[src/rtl/obi_axi_lite_bridge.sv]
// OBI subordinate to AXI4-Lite manager bridge with up to MaxOutstanding transactions in flight.
// An order FIFO of read/write flags steers B/R acceptance so OBI responses follow grant order.
module obi_axi_lite_bridge #(
  parameter int unsigned  AddrWidth      = 32,
  parameter int unsigned  DataWidth      = 32,
  parameter int unsigned  MaxOutstanding = 4,
  parameter logic [2:0]   AxiProt        = 3'b0,
  localparam int unsigned StrbWidth      = DataWidth / 8,
  localparam int unsigned CntW           = $clog2(MaxOutstanding + 1)
) (
  input  logic                 clk_i,
  input  logic                 rst_ni,
  input  logic                 obi_req_i,
  output logic                 obi_gnt_o,
  input  logic [AddrWidth-1:0] obi_addr_i,
  input  logic                 obi_we_i,
  input  logic [StrbWidth-1:0] obi_be_i,
  input  logic [DataWidth-1:0] obi_wdata_i,
  output logic                 obi_rvalid_o,
  output logic [DataWidth-1:0] obi_rdata_o,
  output logic                 obi_err_o,
  output logic                 aw_valid_o,
  input  logic                 aw_ready_i,
  output logic [AddrWidth-1:0] aw_addr_o,
  output logic [2:0]           aw_prot_o,
  output logic                 w_valid_o,
  input  logic                 w_ready_i,
  output logic [DataWidth-1:0] w_data_o,
  output logic [StrbWidth-1:0] w_strb_o,
  input  logic                 b_valid_i,
  output logic                 b_ready_o,
  input  logic [1:0]           b_resp_i,
  output logic                 ar_valid_o,
  input  logic                 ar_ready_i,
  output logic [AddrWidth-1:0] ar_addr_o,
  output logic [2:0]           ar_prot_o,
  input  logic                 r_valid_i,
  output logic                 r_ready_o,
  input  logic [DataWidth-1:0] r_data_i,
  input  logic [1:0]           r_resp_i,
  output logic [CntW-1:0]      outstanding_o,
  output logic [15:0]          err_cnt_o,
  input  logic                 err_cnt_clr_i
);

  localparam int unsigned PtrW = (MaxOutstanding > 1) ? $clog2(MaxOutstanding) : 1;

  logic [AddrWidth-1:0]      addr_q, addr_d;
  logic [DataWidth-1:0]      wdata_q, wdata_d;
  logic [StrbWidth-1:0]      be_q, be_d;
  logic                      aw_pend_q, aw_pend_d;
  logic                      w_pend_q, w_pend_d;
  logic                      ar_pend_q, ar_pend_d;
  logic [MaxOutstanding-1:0] fifo_q, fifo_d;
  logic [PtrW-1:0]           wr_ptr_q, wr_ptr_d;
  logic [PtrW-1:0]           rd_ptr_q, rd_ptr_d;
  logic [CntW-1:0]           cnt_q, cnt_d;
  logic                      rvalid_q, rvalid_d;
  logic [DataWidth-1:0]      rdata_q, rdata_d;
  logic                      err_q, err_d;
  logic [15:0]               err_cnt_q, err_cnt_d;

  logic issue_free, gnt, head_we, fifo_empty, b_hs, r_hs, pop, rsp_err;
  logic unused_resp;

  function automatic logic [PtrW-1:0] ptr_inc(input logic [PtrW-1:0] p);
    return (p == PtrW'(MaxOutstanding - 1)) ? '0 : p + PtrW'(1);
  endfunction

  // The stage may be reloaded in the same cycle its last pending channel handshakes.
  assign issue_free = !(aw_pend_q && !aw_ready_i) && !(w_pend_q && !w_ready_i) &&
                      !(ar_pend_q && !ar_ready_i);
  assign gnt        = obi_req_i && rst_ni && (cnt_q < CntW'(MaxOutstanding)) && issue_free;

  assign fifo_empty = (cnt_q == '0);
  assign head_we    = fifo_q[rd_ptr_q];
  assign b_ready_o  = !fifo_empty && head_we;
  assign r_ready_o  = !fifo_empty && !head_we;
  assign b_hs       = b_valid_i && b_ready_o;
  assign r_hs       = r_valid_i && r_ready_o;
  assign pop        = b_hs || r_hs;
  assign rsp_err    = b_hs ? b_resp_i[1] : r_resp_i[1];
  assign unused_resp = ^{b_resp_i[0], r_resp_i[0]};

  always_comb begin
    addr_d    = addr_q;
    wdata_d   = wdata_q;
    be_d      = be_q;
    aw_pend_d = aw_pend_q && !aw_ready_i;
    w_pend_d  = w_pend_q && !w_ready_i;
    ar_pend_d = ar_pend_q && !ar_ready_i;
    fifo_d    = fifo_q;
    wr_ptr_d  = wr_ptr_q;
    rd_ptr_d  = rd_ptr_q;
    cnt_d     = cnt_q;
    err_cnt_d = err_cnt_q;

    if (gnt) begin
      addr_d           = obi_addr_i;
      wdata_d          = obi_wdata_i;
      be_d             = obi_be_i;
      aw_pend_d        = obi_we_i;
      w_pend_d         = obi_we_i;
      ar_pend_d        = !obi_we_i;
      fifo_d[wr_ptr_q] = obi_we_i;
      wr_ptr_d         = ptr_inc(wr_ptr_q);
    end

    if (pop) begin
      rd_ptr_d = ptr_inc(rd_ptr_q);
    end

    case ({gnt, pop})
      2'b10:   cnt_d = cnt_q + CntW'(1);
      2'b01:   cnt_d = cnt_q - CntW'(1);
      default: cnt_d = cnt_q;
    endcase

    rvalid_d = pop;
    rdata_d  = r_hs ? r_data_i : '0;
    err_d    = pop && rsp_err;

    // Clear wins over a coincident error so software never loses a clear.
    if (err_cnt_clr_i) begin
      err_cnt_d = '0;
    end else if (pop && rsp_err && (err_cnt_q != 16'hFFFF)) begin
      err_cnt_d = err_cnt_q + 16'd1;
    end
  end

  always_ff @(posedge clk_i or negedge rst_ni) begin
    if (!rst_ni) begin
      addr_q    <= '0;
      wdata_q   <= '0;
      be_q      <= '0;
      aw_pend_q <= 1'b0;
      w_pend_q  <= 1'b0;
      ar_pend_q <= 1'b0;
      fifo_q    <= '0;
      wr_ptr_q  <= '0;
      rd_ptr_q  <= '0;
      cnt_q     <= '0;
      rvalid_q  <= 1'b0;
      rdata_q   <= '0;
      err_q     <= 1'b0;
      err_cnt_q <= '0;
    end else begin
      addr_q    <= addr_d;
      wdata_q   <= wdata_d;
      be_q      <= be_d;
      aw_pend_q <= aw_pend_d;
      w_pend_q  <= w_pend_d;
      ar_pend_q <= ar_pend_d;
      fifo_q    <= fifo_d;
      wr_ptr_q  <= wr_ptr_d;
      rd_ptr_q  <= rd_ptr_d;
      cnt_q     <= cnt_d;
      rvalid_q  <= rvalid_d;
      rdata_q   <= rdata_d;
      err_q     <= err_d;
      err_cnt_q <= err_cnt_d;
    end
  end

  assign obi_gnt_o     = gnt;
  assign obi_rvalid_o  = rvalid_q;
  assign obi_rdata_o   = rdata_q;
  assign obi_err_o     = err_q;
  assign aw_valid_o    = aw_pend_q;
  assign aw_addr_o     = addr_q;
  assign aw_prot_o     = AxiProt;
  assign w_valid_o     = w_pend_q;
  assign w_data_o      = wdata_q;
  assign w_strb_o      = be_q;
  assign ar_valid_o    = ar_pend_q;
  assign ar_addr_o     = addr_q;
  assign ar_prot_o     = AxiProt;
  assign outstanding_o = cnt_q;
  assign err_cnt_o     = err_cnt_q;

endmodule

[config.mk]
export PLATFORM = sky130hd
export DESIGN_NAME = obi_axi_lite_bridge
export DESIGN_NICKNAME = d
export VERILOG_FILES = /design/src/rtl/obi_axi_lite_bridge.sv
export SDC_FILE = /design/constraint.sdc
export NUM_CORES = 1
export LEC_CHECK = 0
export BUFFER_PORTS_ARGS = -buffer_cell sky130_fd_sc_hd__buf_2
export CORE_UTILIZATION = 41
export DETAILED_ROUTE_END_ITERATION = 12
export PLACE_DENSITY = 0.88
export RECOVER_POWER = 50
export SLEW_MARGIN = 20
export SYNTH_ARGS = -nofsm -noshare
export SYNTH_HDL_FRONTEND = slang
export SYNTH_SLANG_ARGS = --single-unit
export TNS_END_PERCENT = 5
[constraint.sdc]
create_clock -name clk_i -period 2.3 [get_ports clk_i]
set_clock_uncertainty 0.05 [all_clocks]
set_input_delay 0 -clock clk_i [delete_from_list [all_inputs] [get_ports clk_i]]
set_output_delay 0 -clock clk_i [all_outputs]
set_load 0.01 [all_outputs]
==> results of run 1 <==
per-layer routing:
metal  vias up  share of wire [%]
li1       2128                  -
met1      2248                 36
met2       232                 54
met3        57                6.5
met4         0                4.3
met5         -                  0
worst max-delay path by stage:
stage                                   to         from  cells after the start  slack, ns
after floorplan           outstanding_o[2]  rd_ptr_q[0]                      9      -0.07
after global placement    outstanding_o[2]  rd_ptr_q[0]                      9       0.01
after detailed placement  outstanding_o[2]  rd_ptr_q[0]                      9      -0.05
after CTS                 outstanding_o[2]  rd_ptr_q[0]                      9       0.02
after global routing      outstanding_o[2]  rd_ptr_q[0]                      9      -0.10
final                        err_cnt_o[15]  rd_ptr_q[0]                      6       0.02
final cells by class:
cell class	count	area (µm²)
Tap cell	172	215
Inverter	8	30.0
Clock inverter	9	129
Clock buffer	22	464
Multi-Input combinational cell	226	1840
Timing Repair Buffer	390	2440
Fill cell	955	4400
Sequential cell	132	3300
power breakdown:
group	internal, µW	switching, µW
Combinational	1840	2080
Clock	1750	960
Sequential	3240	550
Total	6830	3590
stage by stage:
step	std cells	area, µm²
2_1_floorplan	423	5550
3_3_place_gp	819	6850
3_5_place_dp	819	6850
4_1_cts	958	8520
5_1_grt	959	8420
6_report	959	8420
flip-flops by register name, indices dropped and copies added, names as in the netlist:
| signal | count |
|---|---|
| w_data_o | 32 |
| rd_ptr_q | 2 |
| obi_err_o | 1 |
| outstanding_o | 3 |
| obi_rdata_o | 32 |
| ar_valid_o | 1 |
| wr_ptr_q | 2 |
| fifo_q | 4 |
| ar_addr_o | 32 |
| err_cnt_o | 16 |
| aw_valid_o | 1 |
| w_strb_o | 4 |
| w_valid_o | 1 |
| obi_rvalid_o | 1 |
synth_stat cells, types with 6 or more instances:
cell type / count / area share [%]
dfrtp_1: 132 / 60
or3_1: 7 / 0.80
nand3_1: 6 / 0.55
ha_1: 7 / 1.6
o21ai_0: 8 / 0.73
mux2_2: 76 / 16
nand2_1: 18 / 1.2
clkbuf_1: 15 / 1.0
a21oi_1: 10 / 0.91
inv_1: 8 / 0.55
buf_4: 38 / 5.2
nor2_1: 11 / 0.75
and3_1: 33 / 3.8
cells by family (layout without fill, tap and decap cells):
logic type / count (synthesis) / in the layout / synth area share, %
AO/OA/AOI/OAI: 24 / 24 / 2.50
XOR/XNOR: 4 / 4 / 0.637
adder cells (fa/ha/maj): 8 / 8 / 1.96
buffers and inverters: 65 / 429 / 7.21
flip-flops: 132 / 132 / 60.0
multiplexers: 82 / 82 / 17.1
other: 1 / 6 / 0.0682
AND/OR/NAND/NOR: 102 / 102 / 10.5
repair_timing:
action	in CTS	in global routing
endpoints found under the hold margin	254	0
gates resized for setup	0	2
gates cloned	0	0
hold buffers	107	0
pin swaps	1	1
endpoints found under the setup margin	2	8
setup buffers	1	1
worst min-delay path: stages:
cell and delay [ns]:
buf_2 0.12, mux2i_1 0.09, nor2_2 0.11, buf_4 0.14
==> impl_metrics.yaml, run 1 <==
outcome:
  violations: "capacitance limit, slew limit"
  status: "finished, violations left"
cts:
  cts_tree: "done"
  clk_pin_slew_ns: 0.06
  cts-root-buf: "clkbuf_16"
  clock-sinks: 132
  clock_path_buffers: 2
  h-tree-depth: 4
  cts_buffers: 17
  clock_latency_ns: 0.42
worst_setup_path:
  regToRegStartpoint: "rd_ptr_q[0]"
  endpoint_kind: "flip-flop"
  cpLargestDelayFamily: "multiplexers"
  reg2reg_slack_ns: 0.02
  critPathKind: "reg2reg"
  arrival_ns: 2.56
  critPathBufInv: 1
  slowest_delay_ns: 0.54
  cp-start-kind: "flip-flop"
  crit_chain: "mux4_2 > buf_4 > mux2i_4 > nand3_4 > or4_1 > a21oi_1"
  r2r_cells: 6
  cp_max_fo: 10
  r2r-end: "err_cnt_o[15]"
  slowest_stage: "mux4_2"
  cp.required_ns: 2.58
floorplan:
  initial_core_util_pct: 42.9
  coreArea_mm2: 0.0128
  die_area_mm2: 0.0139
  die_w_um: 118
  dieHeight_um: 118
  rows: 41
  pin_count: 279
logic_synthesis:
  synthCells: 418
  netlist_area_mm2: 0.00550
  ys_seq_elements: 132
  syn_avg_cell_area_um2: 13.2
  synth-edff-count: 0
  ys_seq_area_share_pct: 60.0
  async_flop_share_pct: 100
  synth-main-ff-cell: "dfrtp_1"
  synthDistinctLibCells: 37
  ys_warn_count: 0
route:
  dr.pass1.iters: 4
  route.detailed.drc: 0
  ant_nets: 0
  drt-total-wl_mm: 15.7
  drt_iter0_markers: 259
  vias: 4665
  wl_per_cell_um: 16.3
  vias_per_cell: 4.86
sta:
  holdWs_ns: 0.0382
  fin_crit_ns: 2.28
  slew_viol_final: 133
  max_freq_mhz: 438
  tightest_slew_ns: 1.78
  setup_viol: 0
  fin_crit_sh_pct: 99.3
  worst_slack_ns: 0.0171
  final-hold-violation-count: 0
  grt_setup_unrepaired: "yes"
  fin_tns_setup_ns: 0
  maxSlewHeadroom_pct: -18.7
power:
  vdd_drop_max_v: 0.000639
  finalPower_uw: 10400
  p_leak_uw: 0.00409
  pwr_density_cell_mw_per_mm2: 1240
min_path:
  hp-start: "r_valid_i"
  hold_end: "obi_rvalid_o"
  holdPathStages: 4
  hold_path.class: "in2reg"
global_route:
  use_met1_pct: 24.3
  grt_use_met3_pct: 6.49
  grt_pass1_vias: 4773
  busiest_layer: "met2"
  grt_pass1_wl_mm: 24.6
  grt_use_met2_pct: 41.0
  grt.overflow.total: 0
  antenna_found_initial: 0
  grt_use_total_pct: 23.2
  grt_max_degree: 133
final_layout:
  num_antenna_cells: 0
  layout_common_cells: "buf_2, dfrtp_1, dlygate4sd3_1"
  num-nets-final: 897
  drive_gt1_share_pct: 40.4
  post-route-util_pct: 65.7
  final_common_cell: "buf_2"
  areaGrowthSynthToFinish_pct: 53.1
placed_design:
  io_buffers: 270
  pre_cts_ws_ns: -0.0496
  place_congestion: 0.878
  dp_hpwl_mm: 9.11
flow_run:
  drv_cap: 1
Power figures use the tool's default switching activity.
==> run 2, diff against run 1 <==
Settings changed: ABC_AREA set to 1, CORE_UTILIZATION 41 to 43, PLACE_DENSITY 0.88 to 0.87.
Clock period 2.3 ns to 2.15 ns, I/O delays scaled along.
==> run 2 against run 1 <==
The flow still finishes with violations (capacitance limit, slew limit). Global-route usage up 2.5 points. Die area about the same. Critical path depth is 5 higher. Non-clock buffer count grew 1. Critical path type unchanged. Largest power group is now sequential cells.
==> impl_metrics.yaml, run 2 <==
worst_setup_path:
  arrival_ns: 2.33
  r2r-end: "outstanding_o[2]"
  critPathKind: "reg2reg"
  reg2reg_slack_ns: 0.05
  crit_path_end: "outstanding_o[2]"
  endpoint_kind: "flip-flop"
  cp_max_fo: 5
  crit_path_start: "rd_ptr_q[0]"
  cp-start-kind: "flip-flop"
  r2r_cells: 11
  regToRegStartpoint: "rd_ptr_q[0]"
  cp.required_ns: 2.38
floorplan:
  initial_core_util_pct: 44.8
  die_w_um: 118
  die_area_mm2: 0.0139
  rows: 41
  pin_count: 279
  coreArea_mm2: 0.0129
  dieHeight_um: 118
logic_synthesis:
  netlist_area_mm2: 0.00577
  synthCells: 668
  synthDistinctLibCells: 36
  synth-edff-count: 0
  ys_seq_area_share_pct: 57.2
  ys_warn_count: 0
  yosysMostFrequentCell: "nand2_1"
  synth_top_area_share_pct: 57.2
  syn_avg_cell_area_um2: 8.64
  synth-main-ff-cell: "dfrtp_1"
  synth_top_area_cell: "dfrtp_1"
  ys_seq_elements: 132
  async_flop_share_pct: 100
  synth_top_cells_by_count: "nand2_1, dfrtp_1, inv_1, nor2_1, buf_4"
  ys_top_cells_by_area: "dfrtp_1, nand2_1, buf_4"
cts:
  cts-root-buf: "clkbuf_16"
  clock_path_buffers: 2
  cts_tree: "done"
  h-tree-depth: 4
  cts_buffers: 17
  clock_latency_ns: 0.40
  clk_pin_slew_ns: 0.06
  clock-sinks: 132
sta:
  max_freq_mhz: 477
  maxSlewHeadroom_pct: -5.35
  grt_setup_unrepaired: "yes"
  fin_crit_sh_pct: 97.5
  holdWs_ns: 0.00835
  final-hold-violation-count: 0
  fin_crit_ns: 2.10
  slew_viol_final: 66
  setup_viol: 0
  tightest_slew_ns: 1.58
outcome:
  violations: "capacitance limit, slew limit"
  status: "finished, violations left"
final_layout:
  drive_gt1_share_pct: 17.8
  layout_common_cells: "nand2_1, clkbuf_1, dfrtp_1"
  fin_area_mm2: 0.00860
  num_antenna_cells: 0
  final.fill_count: 1018
  final_common_cell: "nand2_1"
  num-nets-final: 1143
  areaGrowthSynthToFinish_pct: 48.9
  post-route-util_pct: 66.8
route:
  wl_per_cell_um: 14.5
  drt_iter0_markers: 340
  vias: 5595
  vias_per_cell: 4.64
  route.detailed.drc: 0
  drt-total-wl_mm: 17.5
  ant_nets: 0
  dr.pass1.iters: 5
placed_design:
  io_buffers: 270
  dpl-instance-area_mm2: 0.00706
  place_congestion: 0.856
  dp_hpwl_mm: 10.0
power:
  finalPower_uw: 10700
  vdd_drop_max_v: 0.000792
  pwr_density_cell_mw_per_mm2: 1240
  p_leak_uw: 0.00452
global_route:
  grt_pass1_wl_mm: 28.1
  grt_max_degree: 73
  antenna_found_initial: 1
  grt_use_total_pct: 25.8
  grt_pass1_vias: 5707
  grt.overflow.total: 0
flow_run:
  drv_cap: 1
min_path:
  hold_path.class: "in2reg"
## run 2: how the worst min path moves through the flow
stage | start | endpoint | slack (ns) | cells after the start
after global placement | obi_be_i[3] | w_strb_o[3] | 0.14 | 3
final | b_resp_i[1] | obi_err_o | 0.008 | 4
after global routing | b_resp_i[1] | obi_err_o | 0.02 | 4
after floorplan | rst_ni | ar_addr_o[0] | -0.35 | 0
after detailed placement | obi_addr_i[26] | ar_addr_o[26] | 0.15 | 3
after CTS | b_valid_i | obi_rvalid_o | 0.04 | 4
## run 2: what timing repair did
item | CTS | global route
hold endpoints to repair | 247 | 0
gates resized for setup | 0 | 5
hold buffers | 109 | 0
pin swaps | 1 | 2
cloned | 0 | 0
setup buffers | 1 | 4
endpoints found under the setup margin | 1 | 3
## run 2: cell families (layout without fill, tap and decap cells)
group / count (synthesis) / count (layout) / synth area share [%]
fa+ha+maj: 8 / 8 / 1.86
buf+inv: 123 / 484 / 10.7
compound gates: 18 / 18 / 1.69
flops: 132 / 132 / 57.2
simple gates: 378 / 378 / 27.3
other cells: 1 / 6 / 0.0649
xor+xnor: 8 / 8 / 1.21
## run 2: metrics by stage
| stage | TNS, ns | worst slack, ns | cells |
|---|---|---|---|
| floorplan | 0 | 0.0250 | 673 |
| global placement | 0 | 0.104 | 1061 |
| detailed placement | -0.00284 | -0.00284 | 1061 |
| CTS | 0 | 0.00971 | 1203 |
| global route | -0.0590 | -0.0590 | 1206 |
| finish | 0 | 0.0529 | 1206 |
## run 2: critical path, cell delays in order, from the launching register on
cell and delay [ns]:
dfrtp_2 0.43, inv_2 0.08, nand2_1 0.08, nand3_2 0.09, nand4_1 0.18, nand2_4 0.11, ha_1 0.15, inv_1 0.08
fa_2 0.34, a21oi_1 0.14, o21ai_1 0.09, xor2_1 0.14
## run 2: metal layers
metal | routed length [µm] | vias up | share of wire, % | global-route usage [%]
li1 | - | 2686 | - | -
met1 | 6530 | 2591 | 37 | 27.7
met2 | 9270 | 259 | 53 | 47.6
met3 | 1100 | 57 | 6.3 | 6.73
met4 | 574 | 2 | 3.3 | 10.4
met5 | 10 | - | 0.057 | 0
## run 2: cell type report
type                       instances  area, µm²  share of cell area (%)
sequential                       132       3300                    38.4
timing repair buffer             391       2370                    27.6
multi-input combinational        418       1880                    21.9
clock buffer                      22        474                    5.52
inverter                          61        230                    2.68
tap                              172        215                    2.50
clock inverter                    10        123                    1.43
## run 2: power breakdown
group | switching (µW) | total, µW | leakage (µW) | internal [µW]
registers | 604 | 4000 | 0.00169 | 3400
logic | 2450 | 3840 | 0.00254 | 1390
clock network | 1050 | 2850 | 0.000283 | 1810
==> run 3, diff against run 2 <==
Settings changed: CORE_ASPECT_RATIO set to 1.4.
==> run 3 against run 2 <==
The run still ends with capacitance limit, slew limit left. Flip-flop and latch count did not move. Cell area rose by 0.81%. Hold slack improved by 0.0049 ns. Largest cell class unchanged. Largest power group unchanged. Highest routed layer is now met4.
==> impl_metrics.yaml, run 3 (synthesized netlist as in run 2, its figures left out) <==
placed_design:
  place_congestion: 0.790
  pre_cts_ws_ns: 0.0220
  io_buffers: 270
  dpl-instance-area_mm2: 0.00711
  dp_hpwl_mm: 10.0
final_layout:
  num_antenna_cells: 0
  num-nets-final: 1143
  final.fill_count: 1002
  fin_area_mm2: 0.00867
  layout_common_cells: "nand2_1, buf_2, dfrtp_1"
  final_common_cell: "nand2_1"
  areaGrowthSynthToFinish_pct: 50.1
  drive_gt1_share_pct: 24.7
global_route:
  grt.overflow.total: 0
  grt_max_degree: 133
  grt_pass1_vias: 5664
  grt_use_total_pct: 25.2
  antenna_found_initial: 0
  grt_pass1_wl_mm: 27.5
power:
  seqPwrFrac_pct: 37.5
  p_int_uw: 6540
  p_sw_uw: 4110
  vdd_drop_max_v: 0.000722
  pwr-share-clk_pct: 25.3
  combinationalPowerShare_pct: 37.2
  p_leak_uw: 0.00476
  p_sw_share_pct: 38.6
  pwr_density_cell_mw_per_mm2: 1230
  finalPower_uw: 10600
sta:
  setup_viol: 0
  grt_setup_unrepaired: "yes"
  fin_crit_ns: 2.14
  fin_crit_sh_pct: 99.7
  slew_viol_final: 133
  max_freq_mhz: 466
  tightest_slew_ns: 1.64
  maxSlewHeadroom_pct: -9.17
  holdWs_ns: 0.0132
  final-hold-violation-count: 0
  fin_tns_setup_ns: 0
  worst_slack_ns: 0.00615
worst_setup_path:
  slowest_stage: "dfrtp_2"
  r2r_cells: 11
  crit_path_end: "outstanding_o[2]"
  slowest_delay_ns: 0.44
  regToRegStartpoint: "rd_ptr_q[0]"
  critPathKind: "reg2reg"
  arrival_ns: 2.38
  endpoint_kind: "flip-flop"
  critPathBufInv: 2
  cpLargestDelayFamily: "adder cells"
  reg2reg_slack_ns: 0.006
  r2r-end: "outstanding_o[2]"
  cp_max_fo: 5
  crit_chain: "inv_2 > nand2_1 > nand3_2 > nand4_1 > nand2_4 > ha_1 > inv_1 > fa_1 > a21oi_1 > o21ai_1 > xor2_1"
  crit_path_start: "rd_ptr_q[0]"
  path_depth: 11
  cp.required_ns: 2.38
  cp-start-kind: "flip-flop"
floorplan:
  rows: 49
  dieHeight_um: 139
  coreArea_mm2: 0.0130
  die_area_mm2: 0.0139
  die_w_um: 99.9
  pin_count: 279
  initial_core_util_pct: 44.4
route:
  met1_length_mm: 6.46
  vias_per_cell: 4.71
  drt-total-wl_mm: 17.4
  drt_iter0_markers: 273
  route.detailed.drc: 0
  dr.max_layer_used: "met4"
  ant_nets: 0
  dr.pass1.iters: 5
  wl_met3_mm: 1.16
  wl_met2_mm: 9.29
  wl_per_cell_um: 14.4
  vias: 5699
outcome:
  violations: "capacitance limit, slew limit"
  status: "finished, violations left"
cts:
  cts-root-buf: "clkbuf_16"
  h-tree-depth: 4
  clock_latency_ns: 0.41
  cts_tree: "done"
  cts_buffers: 17
  clock-sinks: 132
  clock_path_buffers: 2
  clk_pin_slew_ns: 0.06
min_path:
  hold_path.class: "in2reg"
flow_run:
  drv_cap: 1
run 3: cell count changes in the layout (fill, tap and decap cells not counted), moves of 2 or more:
cell,change
buf_4,-2
clkinv_2,+2
clkbuf_8,-2
clkbuf_1,-74
buf_2,+73
run 3: worst min path at each step:
stage | from | endpoint | cells after the start
detailed placement | rst_ni | w_data_o[19] | 2
floorplan | rst_ni | ar_addr_o[0] | 0
CTS | b_resp_i[1] | obi_err_o | 4
global route | b_resp_i[1] | obi_err_o | 4
global placement | rst_ni | w_data_o[31] | 2
finish | b_resp_i[1] | obi_err_o | 4
run 3: area by class of cell:
type                    instances  area [µm²]  share of cell area [%]
flip-flops and latches        132        3300                    38.1
clock buffers                  19         443                    5.11
multi-input cells             418        1880                    21.7
well taps                     178         223                    2.57
inverters                      61         229                    2.64
clock inverters                12         108                    1.24
repair buffers                391        2480                    28.6
run 3: worst reg2reg max path, cell delays in order (launching register included):
cell     delay, ns
dfrtp_2       0.44
inv_2         0.09
nand2_1       0.08
nand3_2       0.09
nand4_1       0.17
nand2_4       0.11
ha_1          0.15
inv_1         0.07
fa_1          0.38
a21oi_1       0.15
o21ai_1       0.09
xor2_1        0.14
run 3: per-layer routing:
metal	GRT usage, %	vias up
met1	26.8	2721
met5	0	-
met3	6.85	43
met2	46.4	243
met4	9.60	0
li1	-	2692
run 3: metrics by stage:
stage                     cells  utilization, %
after floorplan             673               -
after global placement     1069            54.7
after detailed placement   1069            54.7
after CTS                  1211            67.5
after global routing       1211            66.7
final                      1211            66.7
run 3: what timing repair did:
| item | CTS | global route |
|---|---|---|
| hold buffers | 109 | 0 |
| endpoints found under the hold margin | 243 | 0 |
| buffers inserted | 2 | 0 |
| gates resized for setup | 2 | 2 |
| pin swaps | 1 | 1 |
| setup endpoints to repair | 1 | 3 |
run 3: power by group through the flow:
stage	Clock [µW]	Sequential, µW	Combinational, µW
2_1_floorplan	0	4340	2020
3_3_place_gp	0	3900	3710
6_report	2690	3990	3960
4_1_cts	2750	3920	4040
3_5_place_dp	0	3950	3820
5_1_grt	2860	4090	4360
